**src/rtl/comparator_pkg.sv**
```systemverilog
// rtl/comparator_pkg.sv - shared state and result encodings for the comparators
package comparator_pkg;

  typedef enum logic [1:0] {
    S_IDLE,
    S_SCAN,
    S_DONE
  } cmp_state_t;

  // One-hot result word, ordered {lt, eq, gt}; all-zero means "undecided".
  typedef logic [2:0] cmp_result_t;

  localparam cmp_result_t CMP_NONE = 3'b000;
  localparam cmp_result_t CMP_LT   = 3'b100;
  localparam cmp_result_t CMP_EQ   = 3'b010;
  localparam cmp_result_t CMP_GT   = 3'b001;

  // Decision for one bit position scanned MSB first. At the sign bit a set
  // bit marks the negative (smaller) operand; below it a set bit marks the
  // larger operand. Equal bits leave the comparison undecided.
  function automatic cmp_result_t cmp_bit_decide(
    input logic bit_a,
    input logic bit_b,
    input logic sign_bit
  );
    if (bit_a == bit_b) begin
      return CMP_NONE;
    end
    if (sign_bit) begin
      return bit_a ? CMP_LT : CMP_GT;
    end
    return bit_a ? CMP_GT : CMP_LT;
  endfunction

endpackage

```
**src/rtl/comparator_serial_msb.sv**
```systemverilog
// rtl/comparator_serial_msb.sv - serial MSB-first signed comparator with valid/ready
module comparator_serial_msb
  import comparator_pkg::*;
#(
  parameter int N = 32
) (
  input  logic         clk,
  input  logic         rst,
  input  logic         i_valid,
  output logic         i_ready,
  input  logic [N-1:0] a,
  input  logic [N-1:0] b,
  output logic         o_valid,
  input  logic         o_ready,
  output logic         lt,
  output logic         eq,
  output logic         gt,
  output logic         busy
);

  localparam int CNT_W = $clog2(N);
  localparam logic [CNT_W-1:0] IDX_MSB = CNT_W'(N - 1);

  cmp_state_t       state;
  cmp_state_t       next_state;
  logic [N-1:0]     sa;
  logic [N-1:0]     sb;
  logic [CNT_W-1:0] idx;
  cmp_result_t      res;
  cmp_result_t      decision;
  logic             last_bit;

  // Outputs are decoded purely from registered state, so neither i_valid nor
  // o_ready can reach them combinationally.
  assign o_valid      = (state == S_DONE);
  assign {lt, eq, gt} = res;

  // Next-state, handshake decode and the decision for the bit under the scan head.
  always_comb begin
    next_state = state;
    i_ready    = 1'b0;
    busy       = 1'b0;
    decision   = cmp_bit_decide(sa[N-1], sb[N-1], idx == IDX_MSB);
    last_bit   = (idx == '0);
    case (state)
      S_IDLE: begin
        i_ready = 1'b1;
        if (i_valid) begin
          next_state = S_SCAN;
        end
      end
      S_SCAN: begin
        busy = 1'b1;
        if ((decision != CMP_NONE) || last_bit) begin
          next_state = S_DONE;
        end
      end
      S_DONE: begin
        if (o_ready) begin
          next_state = S_IDLE;
        end
      end
      default: begin
        next_state = S_IDLE;
      end
    endcase
  end

  // State, operand shift registers, bit index and registered result.
  always_ff @(posedge clk) begin
    if (rst) begin
      state <= S_IDLE;
      sa    <= '0;
      sb    <= '0;
      idx   <= '0;
      res   <= CMP_NONE;
    end else begin
      state <= next_state;
      case (state)
        S_IDLE: begin
          if (i_valid) begin
            sa  <= a;
            sb  <= b;
            idx <= IDX_MSB;
          end
        end
        S_SCAN: begin
          sa <= sa << 1;
          sb <= sb << 1;
          if (decision != CMP_NONE) begin
            res <= decision;
          end else if (last_bit) begin
            res <= CMP_EQ;
          end else begin
            // Exit at idx==0 happens above, so the index never wraps.
            idx <= idx - CNT_W'(1);
          end
        end
        S_DONE: begin
          if (o_ready) begin
            res <= CMP_NONE;
          end
        end
        default: begin
          res <= CMP_NONE;
        end
      endcase
    end
  end

endmodule

```
**config.mk**
```make
export PLATFORM = sky130hd
export DESIGN_NAME = comparator_serial_msb
export DESIGN_NICKNAME = d
export VERILOG_FILES = /design/src/rtl/comparator_pkg.sv /design/src/rtl/comparator_serial_msb.sv
export SDC_FILE = /design/constraint.sdc
export NUM_CORES = 1
export LEC_CHECK = 0
export BUFFER_PORTS_ARGS = -buffer_cell sky130_fd_sc_hd__buf_2
export CAP_MARGIN = 20
export CORE_UTILIZATION = 49
export DETAILED_ROUTE_END_ITERATION = 10
export GPL_TIMING_DRIVEN = 0
export PLACE_DENSITY_LB_ADDON = 0.2
export SLEW_MARGIN = 15
export SYNTH_ARGS = -nofsm -noshare
export SYNTH_HDL_FRONTEND = slang
export SYNTH_SLANG_ARGS = --single-unit
```
**constraint.sdc**
```tcl
create_clock -name clk -period 1.3 [get_ports clk]
set_input_delay 0.195 -clock clk [delete_from_list [all_inputs] [get_ports clk]]
set_output_delay 0.195 -clock clk [all_outputs]
set_load 0.1 [all_outputs]
```
Yosys cells after proc, flatten, opt, wreduce, memory -nomap -nowiden --
Index checks and enable logic that the tools add are counted.
Storage, ports and cells: word-level logic and storage cells 53, output and inout port bits 6, bits in registers 74, bits of input ports 68
Cells by class: equal/unequal tests 10, reduce and logical (&&, ||, !) cells 9, muxes and demuxes 27, add/subtract/negate cells 1, bitwise operators 1
Operators with widths (count):
- $pmux W32 S2 | 2
- $mux W32 | 2
- $mux W3 | 9
- $mux W5 | 3
- $pmux W5 S2 | 1
- $pmux W3 S3 | 1
- $ne A2 B2 Y1 const B | 4
- $mux W2 | 3
- $pmux W2 S3 | 1
- $reduce_and A3 Y1 | 2
- $eq A5 B5 Y1 const B | 1
- $logic_not A5 Y1 | 1
- $mux W1 | 5
- $sub A5 B1 Y5 const B | 1
- $reduce_and A4 Y1 | 1
- $ne A3 B3 Y1 const B | 1
- $reduce_bool A3 Y1 | 1
- $eq A2 B1 Y1 const B | 1
- $eq A2 B2 Y1 const B | 1
- $logic_not A2 Y1 | 1
- $ne A2 B1 Y1 const B | 1
- $reduce_and A2 Y1 | 1
- $reduce_bool A2 Y1 | 1
- $eq A1 B1 Y1 | 1
- 2 further kinds | 2

Depth between registers and ports, before layout --
Gate-level depths: netlist of the first run.
depth after elaboration 9, gate-level depth with buffers 7, depth with buffers taken out 6

Worst setup path before layout of the first run --
OpenSTA, ideal clock, no wires.
path kind flip-flop to output port, from register state[1], to output port i_ready, data arrival time 2.046 ns, cell stages (with the launch flop) 5, data required time 1.105 ns, path slack -0.941 ns, cells stage by stage dfxtp_1 buf_6 buf_2 buf_1 nor2_1
On the way: cells in the longest elaborated chain, start to end 2
RTL lines:
- start, declared | RTL line comparator_serial_msb.sv:24 | cmp_state_t state;
- start signal, assigned | RTL line comparator_serial_msb.sv:78 | state <= next_state;
- $logic_not A2 Y1 | RTL line comparator_serial_msb.sv:45 | case (state)
- $mux W1 | RTL line comparator_serial_msb.sv:45
- end, declared | RTL line comparator_serial_msb.sv:10 | output logic i_ready,
No other way between the ends.

Final worst setup path of the first run --
from register state[0], to register sa[11]
On the way: cells in the longest elaborated chain, start to end 3, elaborated cells on any way between the ends 6, classes of those cells 2 x eq/ne; 1 x mux; 3 x reduce/logical
RTL lines:
- $eq A2 B1 Y1 or $logic_not A2 Y1 (tied branches) | RTL line comparator_serial_msb.sv:79 | case (state)
- $reduce_bool A2 Y1 (no source line) or $ne A2 B2 Y1 (tied branches)
- $reduce_and A2 Y1 (no source line)
- end signal, assigned | RTL line comparator_serial_msb.sv:88 | sa <= sa << 1;
- end, declared | RTL line comparator_serial_msb.sv:26 | logic [N-1:0] sa;
Parallel ways exist; a longest one is shown, timed or not. A chain may end at the register's enable or synchronous reset.

==> run metrics, run 1 <==
status=complete, but fails checks; failing checks=negative setup slack; core area=0.00694 mm²; nets@finish=678; Syn Area/Cell=7.58 µm²; initial antenna violation count=0; Syn. warnings=0; Synth Register Bits=74; worst rel slew slack=51.4%; Die ar.=0.00769 mm²; pre-CTS setup slack=-186 ps; Crit Path Max Fanout=5; CTS tree=built; total gr overflow=0; Clock transition at path regs=90 ps; Die H=87.7 µm; clock tree root driver cell=clkbuf_8; Die Span X=87.7 µm; unrepaired setup endpoints after global routing=true; Max IR drop VDD=0.00172 V; Syn Nets=545; hold_buf cts=0; Initial Util=51.8%; Synth Cell Area=0.00360 mm²; cell mode on critical path=buf_6; CP Data Arrival Time=1830 ps; Design Power=0.00914 W; Sink Count=74; Num CTS Buffers=9; Sequential Power Share=32.8%; fraction of registers with async set/reset=0%; post-DP HPWL=6200 µm; Synth Instances=475; final routed DRC violation total=0; Total GRT Usage=30.7%; post-route ant nets=0; Max Fclk=644 MHz; drt wl/cell=22.8 µm; final hold viol count=0; number of synthesized flops with an enable pin=0; Combinational Power Share=42.3%; Cell Chain, Critical Path=buf_6 -> buf_6 -> nor2_4 -> nor2_4 -> buf_6 -> buf_6 -> nor2_1 -> nor3_1; DR vias/cell=6.34; vias in the first global route=3845; CP max-delay cell=dfxtp_4; Synth cell types=34; share of layout cells above drive strength 1=58.4%; Min Hold Slack=114 ps; Seq/Total Area, Yosys=41.2%; Crit path max-delay family=buffers and inverters; Clk network pwr share=24.9%; ant diodes=0; skew final=17.6 ps; largest net degree at the start of global routing=13; first-pass GRT wire length=18200 µm; ys flop type=dfxtp_1; CP endpoint kind=register; design area=0.00618 mm²; via count=4492; final setup vio count=75; Pint=0.00586 W; final max-slew violation count=0; setup ws final=-254 ps; CP Class=reg -> reg; maxcap violations=0; min Tclk post-route=1550 ps; required time of the critical path=1580 ps; Psw=0.00329 W; Pre-antenna DRT Iters=5; IO Port Bufs=72; Rows=30; worst min path class=in -> reg; WP buf/inv=4; routability congestion estimate=0.805; Layout fillers=246; area delta synth->final=71.8%; htree depth=3; Tcrit/Tclk final=120%; drt initial violations=371; worst slew pin tran=729 ps; Max stage delay on crit path=410 ps; final wirelength=16200 µm; clk_lat worst skew=370 ps; CTS Buffer Depth=2; post-route setup TNS=-10650 ps; Pleak=2.60 nW; sw frac=35.9%; area of placed instances=0.00413 mm²; IO Count=74; Power per Cell Area=1480 mW/mm²; startpoint types=register
-- cells in the mapped netlist (3+ instances only) --
cell type	number	area, µm²
nor3_1	64	320
buf_1	7	26.3
inv_1	3	11.3
o21ai_0	4	20.0
a211oi_1	3	22.5
buf_2	19	95.1
o22ai_1	8	50.1
nor2b_1	9	56.3
nor2_1	179	672
a21oi_1	7	35.0
buf_4	3	22.5
dfxtp_1	74	1480
a2bb2oi_1	54	473
clkbuf_1	12	45.0
nand2b_1	3	18.8
-- power by group through the flow --
stage | combinational, W | clock [W] | sequential [W]
final | 0.00387 | 0.00228 | 0.00299
after global placement | 0.00192 | 0 | 0.00284
after global routing | 0.00400 | 0.00235 | 0.00301
after floorplan | 0.00153 | 0 | 0.00285
after CTS | 0.00280 | 0.00224 | 0.00283
after detailed placement | 0.00196 | 0 | 0.00285
-- metal layers --
| metal | global-route usage (%) | vias to the layer above | part of all wire [%] |
|---|---|---|---|
| met2 | 51.5 | 358 | 48 |
| met4 | 13.3 | 0 | 5.2 |
| met3 | 5.66 | 84 | 7.8 |
| met5 | 0 | - | 0 |
| li1 | - | 1902 | - |
| met1 | 38.7 | 2148 | 39 |
-- state kept, by name, indices dropped and copies added (netlist names) --
register / count
sa: 32
res: 3
idx: 5
sb: 32
state: 2
-- worst reg2reg max path, stage by stage, from the launching register on --
cell and delay [ps]:
dfxtp_4 410, buf_6 120, buf_6 110, nor2_4 50
nor2_4 200, buf_6 170, buf_6 140, nor2_1 60
nor3_1 220
-- stage by stage --
step	std cells	util, %
after floorplan	475	-
after global placement	643	59.5
after detailed placement	643	59.5
after CTS	697	76.5
after global routing	709	89.1
final	709	89.1
-- worst paths after layout --
path,end,from,slack [ps],cells after the start
max,sa[11]$_SDFFE_PP0P_,state[0]$_SDFFE_PP0P_,-250,8
min,sa[0]$_SDFFE_PP0P_,a[0],110,3
max reg2reg,sa[11]$_SDFFE_PP0P_,state[0]$_SDFFE_PP0P_,-250,8
min reg2reg,sb[19]$_SDFFE_PP0P_,sb[19]$_SDFFE_PP0P_,510,2
-- layout make-up --
class	count	area (µm²)	area share [%]
Sequential cell	74	1490	24.1
Tap cell	96	120	1.94
Clock inverter	4	98.8	1.60
Multi-Input combinational cell	355	2850	46.1
Timing Repair Buffer	126	1080	17.5
Inverter	4	26.3	0.425
Clock buffer	12	145	2.35
Buffer	38	368	5.95
-- cell families (layout without fill, tap and decap cells) --
family	Yosys count	count (layout)	synth area share, %
compound gates	81	81	17.9
simple gates	267	268	32.8
buf+inv	47	184	6.29
flops	74	74	41.2
xor+xnor	4	4	1.18
fa+ha+maj	2	2	0.695
-- cells in the final DEF, fill, tap and decap left out, types with 3 or more instances in the layout --
| master | instances |
|---|---|
| nor2_4 | 37 |
| clkbuf_1 | 10 |
| nor2_1 | 101 |
| dfxtp_1 | 70 |
| buf_2 | 68 |
| nor2b_2 | 3 |
| o22ai_2 | 4 |
| a2bb2oi_1 | 17 |
| bufinv_16 | 3 |
| nor2_2 | 43 |
| clkbuf_16 | 3 |
| a2bb2oi_2 | 37 |
| nor2b_4 | 4 |
| buf_4 | 19 |
| nor3_2 | 34 |
| clkbuf_2 | 6 |
| clkbuf_8 | 10 |
| buf_8 | 19 |
| buf_12 | 9 |
| a21oi_1 | 5 |
| buf_6 | 29 |
| nor3_1 | 30 |
-- timing repair --
action	CTS	global route
resized for setup	138	210
endpoints found under the setup margin	76	76
gates cloned	8	7
setup buffers	32	14
pin swaps	61	82
Note: power is estimated with default switching activity, not from simulation.
==> inputs of run 2 (changes only) <==
- BUFFER_PORTS_ARGS: -buffer_cell sky130_fd_sc_hd__buf_2 -> -buffer_cell sky130_fd_sc_hd__buf_4
==> run 2 against run 1 <==
  * The run still ends with negative setup slack left
  * Via count down 8.0%
  * Total power down 8.6%
  * Clock skew down 11 ps
  * Sequential power down 4%
  * Register-to-register slack worse by 80 ps
  * Fmax down 5.0%
  * Critical path type unchanged
  * Clock power down 4%
  * Final cell count down 1.4%
  * Worst setup slack worse by 81 ps
  * Wire length down 22%
  * Non-clock buffer count down 10
==> run metrics, run 2 (synthesis results as in run 1) <==
Final Util=82.9% (-6.2 points); clock tree root driver cell=clkbuf_8; Die Span X=87.7 µm (unchanged); final wirelength=12700 µm (-22%); initial antenna violation count=0 (unchanged); CP endpoint kind=register; worst min path class=in -> reg; Largest regs=sa (32), sb (32), idx (5); failing checks=negative setup slack; DR vias/cell=5.91 (-6.7%); flop2flop setup slack=-330 ps (-80 ps); Max IR drop VDD=0.00132 V (-23%); worst hold endpoint=state[1]$_SDFFE_PP0P_; IO Port Bufs=72 (unchanged); IO Count=74 (unchanged); skew final=6.74 ps (-10.9 ps); Power per Cell Area=1450 mW/mm² (-1.8%); drt wl/cell=18.1 µm (-21%); Min Hold Slack=122 ps (+7.76 ps); reg2reg path depth=8 (unchanged); Rows=30 (unchanged); share of layout cells above drive strength 1=43.0% (-15 points); Die H=87.7 µm (unchanged); area delta synth->final=59.9%; hold-critical path depth=3 (unchanged); CTS Buffer Depth=2 (unchanged); pre-CTS setup slack=-173 ps (+13.5 ps); Num CTS Buffers=9 (unchanged); post-route ant nets=0 (unchanged); Max stage delay on crit path=350 ps (-60 ps); via count=4132 (-8.0%); DP Cell Count=643 (unchanged); Crit Path Max Fanout=8 (+3); Critical R2R Capture=sa[27]$_SDFFE_PP0P_; status=complete, but fails checks; Min-Delay Startpoint=o_ready; Initial Util=51.8% (unchanged); Post-Layout Cell Count=699 (-1.4%); Cell Chain, Critical Path=buf_8 -> buf_6 -> buf_12 -> nand2b_4 -> buf_8 -> o22ai_2 -> nor2b_1 -> nor3_1; ant diodes=0 (unchanged); CP max-delay cell=dfxtp_2; total gr overflow=0 (unchanged); min Tclk post-route=1630 ps (+81.0 ps); CP Data Arrival Time=1880 ps (+50 ps); setup ws final=-335 ps (-81.0 ps); final hold viol count=0 (unchanged); CTS tree=built; core area=0.00694 mm² (unchanged); drt initial violations=378 (+1.9%); Tcrit/Tclk final=126% (+6.2 points); startpoint types=register; Pleak=2.51 nW (-3.3%); most common cell after layout, fill and taps aside=nor2_1; Max Fclk=612 MHz (-5.0%); worst rel slew slack=50.6% (-0.76 points); Total GRT Usage=25.5% (-5.2 points); final routed DRC violation total=0 (unchanged); hold_buf cts=0 (unchanged); htree depth=3 (unchanged); post-DP HPWL=6050 µm (-2.4%); maxcap violations=0 (unchanged); R2R Path Start=state[0]$_SDFFE_PP0P_; CP Class=reg -> reg; most frequent cells in the layout=nor2_1, buf_4, dfxtp_1; routability congestion estimate=0.795 (-1.3%); cell mode on critical path=buf_8; required time of the critical path=1540 ps (-40 ps); clk_lat worst skew=350 ps (-20 ps); Die ar.=0.00769 mm² (unchanged); unrepaired setup endpoints after global routing=true; Pre-antenna DRT Iters=5 (unchanged); final setup vio count=76 (+1.3%); worst slew pin tran=740 ps (+11.4 ps); nets@finish=668 (-1.5%); vias in the first global route=3360 (-13%); largest net degree at the start of global routing=13 (unchanged); Clock transition at path regs=80 ps (about the same); Sink Count=74 (unchanged); final max-slew violation count=0 (unchanged); first-pass GRT wire length=15500 µm (-15%)
## run 2: cell count changes in the layout (fill, tap and decap cells not counted), moves of 5 or more
cell / previous run / this run
buf_8: 19 / 14
buf_4: 19 / 91
nor3_1: 30 / 54
nor2_2: 43 / 14
nor2_1: 101 / 156
nor2_4: 37 / 10
nor3_2: 34 / 9
buf_2: 68 / 3
buf_6: 29 / 16
## run 2: cell type report
| cell class | instances | area [µm²] |
|---|---|---|
| repair inverters | 1 | 16.3 |
| well taps | 96 | 120 |
| multi-input cells | 354 | 2440 |
| plain buffers | 41 | 390 |
| clock buffers | 11 | 131 |
| repair buffers | 113 | 1030 |
| clock inverters | 5 | 103 |
| inverters | 4 | 35.0 |
| fillers | 371 | 1190 |
| flip-flops and latches | 74 | 1490 |
## run 2: through the flow
stage               TNS [ps]  area (µm²)  power, W
finish                -11190        5760   0.00836
global route          -13320        5760   0.00865
CTS                    -2170        4960   0.00737
detailed placement     -6380        4310   0.00488
global placement       -5250        4310   0.00483
floorplan               -428        3650   0.00438
## run 2: report_power, final
part / switching, W / leakage (nW) / internal [W]
combinational: 0.00161 / 1.78 / 0.00167
clock: 0.000924 / 0.114 / 0.00127
sequential: 0.000268 / 0.616 / 0.00261
## run 2: worst max path at each step
stage	from	endpoint	slack, ps	cells past startpoint
2_1_floorplan	state[1]$_SDFFE_PP0P_	i_ready	-100	4
3_3_place_gp	idx[0]$_SDFFE_PP0P_	idx[2]$_SDFFE_PP0P_	-130	6
3_5_place_dp	idx[0]$_SDFFE_PP0P_	idx[2]$_SDFFE_PP0P_	-170	6
4_1_cts	state[0]$_SDFFE_PP0P_	i_ready	-180	5
5_1_grt	state[0]$_SDFFE_PP0P_	sb[15]$_SDFFE_PP0P_	-350	8
6_report	state[0]$_SDFFE_PP0P_	sa[27]$_SDFFE_PP0P_	-330	8
## run 2: critical path: cells and delay by family, from the launching register on
kind	cells	cell delay (ps)
AOI/OAI and AO/OA	1	70
DFF	1	350
and+or+nand+nor	3	560
buffers and inverters	4	550
## run 2: what timing repair did
item | 4_1_cts | 5_1_grt
gates resized for setup | 69 | 136
pin swaps | 21 | 67
buffers inserted | 23 | 12
setup endpoints to repair | 73 | 76
cloned | 4 | 4
## run 2: routing by layer
metal  up-vias  GRT usage (%)  wire length (µm)
met1      1951           34.1              5090
met3        61           4.15               863
met4         0           9.39               556
li1       1888              -                 -
met2       232           41.6              6150
met5         -              0                 0
==> inputs of run 3 (changes only) <==
==> constraint.sdc (replaced) <==
create_clock -name clk -period 1.3 [get_ports clk]
set_input_delay 0.195 -clock clk [delete_from_list [all_inputs] [get_ports clk]]
set_output_delay 0.195 -clock clk [all_outputs]
set_load 0.01 [all_outputs]
==> run 3 against run 2 <==
  * The flow still finishes with violations (negative setup slack)
  * Non-clock buffer count shrank 18
  * Clock-buffer cell count up 1
  * Final area decreased by 13%
  * Core utilization fell by 11 points
  * Total power decreased by 18%
  * Worst setup slack gained 180 ps
  * Flip-flop and latch count is the same
  * Largest cell class unchanged
==> run metrics, run 3 (synthesis results as in run 1) <==
DR vias/cell=5.49 (-7.1%); worst hold endpoint=sa[0]$_SDFFE_PP0P_; final hold viol count=0 (unchanged); Final Util=71.9% (-11 points); post-DP HPWL=6290 µm (+3.9%); clock tree root driver cell=clkbuf_8; Power per Cell Area=1370 mW/mm² (-5.4%); IO Count=74 (unchanged); startpoint types=register; core area=0.00694 mm² (unchanged); Clock transition at path regs=80 ps (about the same); CP endpoint kind=register; htree depth=3 (unchanged); CTS Buffer Depth=2 (unchanged); R2R Path Start=idx[0]$_SDFFE_PP0P_; Tcrit/Tclk final=112% (-14 points); status=complete, but fails checks; final wirelength=9950 µm (-21%); unrepaired setup endpoints after global routing=true; final setup vio count=45 (-41%); Pre-antenna DRT Iters=4 (-1); Largest regs=sa (32), sb (32), idx (5); Max IR drop VDD=0.000801 V (-39%); Design Power=0.00686 W (-18%); vias in the first global route=3334 (-0.77%); nets@finish=649 (-2.8%); most frequent cells in the layout=nor2_1, buf_4, dfxtp_1; ant diodes=0 (unchanged); IO Port Bufs=72 (unchanged); Sink Count=74 (unchanged); initial antenna violation count=0 (unchanged); skew final=8.62 ps (+1.88 ps); area delta synth->final=38.8%; final routed DRC violation total=0 (unchanged); worst rel slew slack=63.5% (+13 points); DP Cell Count=643 (unchanged); Total GRT Usage=25.5% (about the same); Critical R2R Capture=idx[0]$_SDFFE_PP0P_; share of layout cells above drive strength 1=31.6% (-11 points); Pleak=2.27 nW (-9.7%); drt wl/cell=14.7 µm (-19%); post-route ant nets=0 (unchanged); Rows=30 (unchanged); required time of the critical path=1570 ps (+30 ps); Die H=87.7 µm (unchanged); Min-Delay Startpoint=a[0]; Die Span X=87.7 µm (unchanged); CP Class=reg -> reg; min Tclk post-route=1460 ps (-178 ps); first-pass GRT wire length=15300 µm (-1.2%); drt initial violations=172 (-54%); CTS tree=built; most common cell after layout, fill and taps aside=nor2_1; setup ws final=-157 ps (+178 ps); Initial Util=51.8% (unchanged); clk_lat worst skew=340 ps (about the same); final max-slew violation count=0 (unchanged); largest net degree at the start of global routing=12 (-1); Post-Layout Cell Count=678 (-3.0%); hold-critical path depth=3 (unchanged); total gr overflow=0 (unchanged); Num CTS Buffers=9 (unchanged); hold_buf cts=0 (unchanged); worst slew pin tran=548 ps (-192 ps); routability congestion estimate=0.817 (+2.8%); worst min path class=in -> reg; CP Data Arrival Time=1730 ps (-150 ps); Crit Path Max Fanout=5 (-3); Max Fclk=686 MHz (+12%); Die ar.=0.00769 mm² (unchanged); flop2flop setup slack=-160 ps (+180 ps); maxcap violations=0 (unchanged); reg2reg path depth=7 (-1); failing checks=negative setup slack; Layout fillers=556 (+50%); via count=3725 (-9.8%)
[run 3: cell types whose count changed in the layout (fill, tap and decap cells not counted), moves of 6 or more]
cell and change:
a2bb2oi_2 -32, nor2_2 -10, a2bb2oi_1 +32, nor2_1 +12, nor3_2 -7, nor3_1 +7
buf_12 -6, buf_8 -10
[run 3: final cells by class]
type                            count  area, µm²  share of cell area [%]
Multi-Input combinational cell    354       2120                    42.4
Buffer                             42        314                    6.29
Inverter                            4       17.5                   0.351
Clock inverter                      2       12.5                   0.251
Sequential cell                    74       1490                    29.7
Tap cell                           96        120                    2.40
Clock buffer                       12        165                    3.31
Timing Repair Buffer               94        761                    15.2
[run 3: layer usage]
metal / GRT usage (%) / vias to the layer above / share of wire (%)
met3: 3.11 / 16 / 4.2
met5: 0 / - / 0
met4: 10.3 / 0 / 2.1
met2: 42.8 / 99 / 49
li1: - / 1840 / -
met1: 33.3 / 1770 / 45
[run 3: what timing repair did]
action,CTS,global route
gates resized for setup,48,49
buffers inserted,12,9
gates cloned,1,1
endpoints found under the setup margin,74,75
pin swaps,10,22
[run 3: where the power goes]
part	internal, W	leakage, nW	switching [W]	total (W)
clock network	0.000826	0.0903	0.000818	0.00164
logic	0.00123	1.56	0.00116	0.00239
registers	0.00261	0.616	0.000216	0.00283
[run 3: worst max path at each step]
stage | slack (ps) | from | end | cells after the start
6_report | -160 | idx[0]$_SDFFE_PP0P_ | idx[0]$_SDFFE_PP0P_ | 7
5_1_grt | -220 | idx[0]$_SDFFE_PP0P_ | idx[2]$_SDFFE_PP0P_ | 6
4_1_cts | -140 | state[0]$_SDFFE_PP0P_ | i_ready | 5
3_5_place_dp | -260 | idx[0]$_SDFFE_PP0P_ | idx[3]$_SDFFE_PP0P_ | 6
3_3_place_gp | -170 | idx[0]$_SDFFE_PP0P_ | idx[2]$_SDFFE_PP0P_ | 6
2_1_floorplan | -60 | idx[0]$_SDFFE_PP0P_ | idx[3]$_SDFFE_PP0P_ | 6
[run 3: critical path, cell delays in order, from the launching register on]
cell	delay [ps]
dfxtp_2	330
inv_2	70
ha_4	140
nor4b_4	340
nor3_4	100
buf_12	160
a21o_1	150
a21oi_1	100
[run 3: metrics by stage]
step	hold slack [ps]	setup TNS, ps	instance area [µm²]	setup slack, ps
2_1_floorplan	335	-124	3620	-60.9
3_3_place_gp	468	-5610	4290	-175
3_5_place_dp	477	-7310	4290	-257
4_1_cts	119	-1130	4730	-138
5_1_grt	122	-7830	4990	-216
6_report	128	-2120	4990	-157
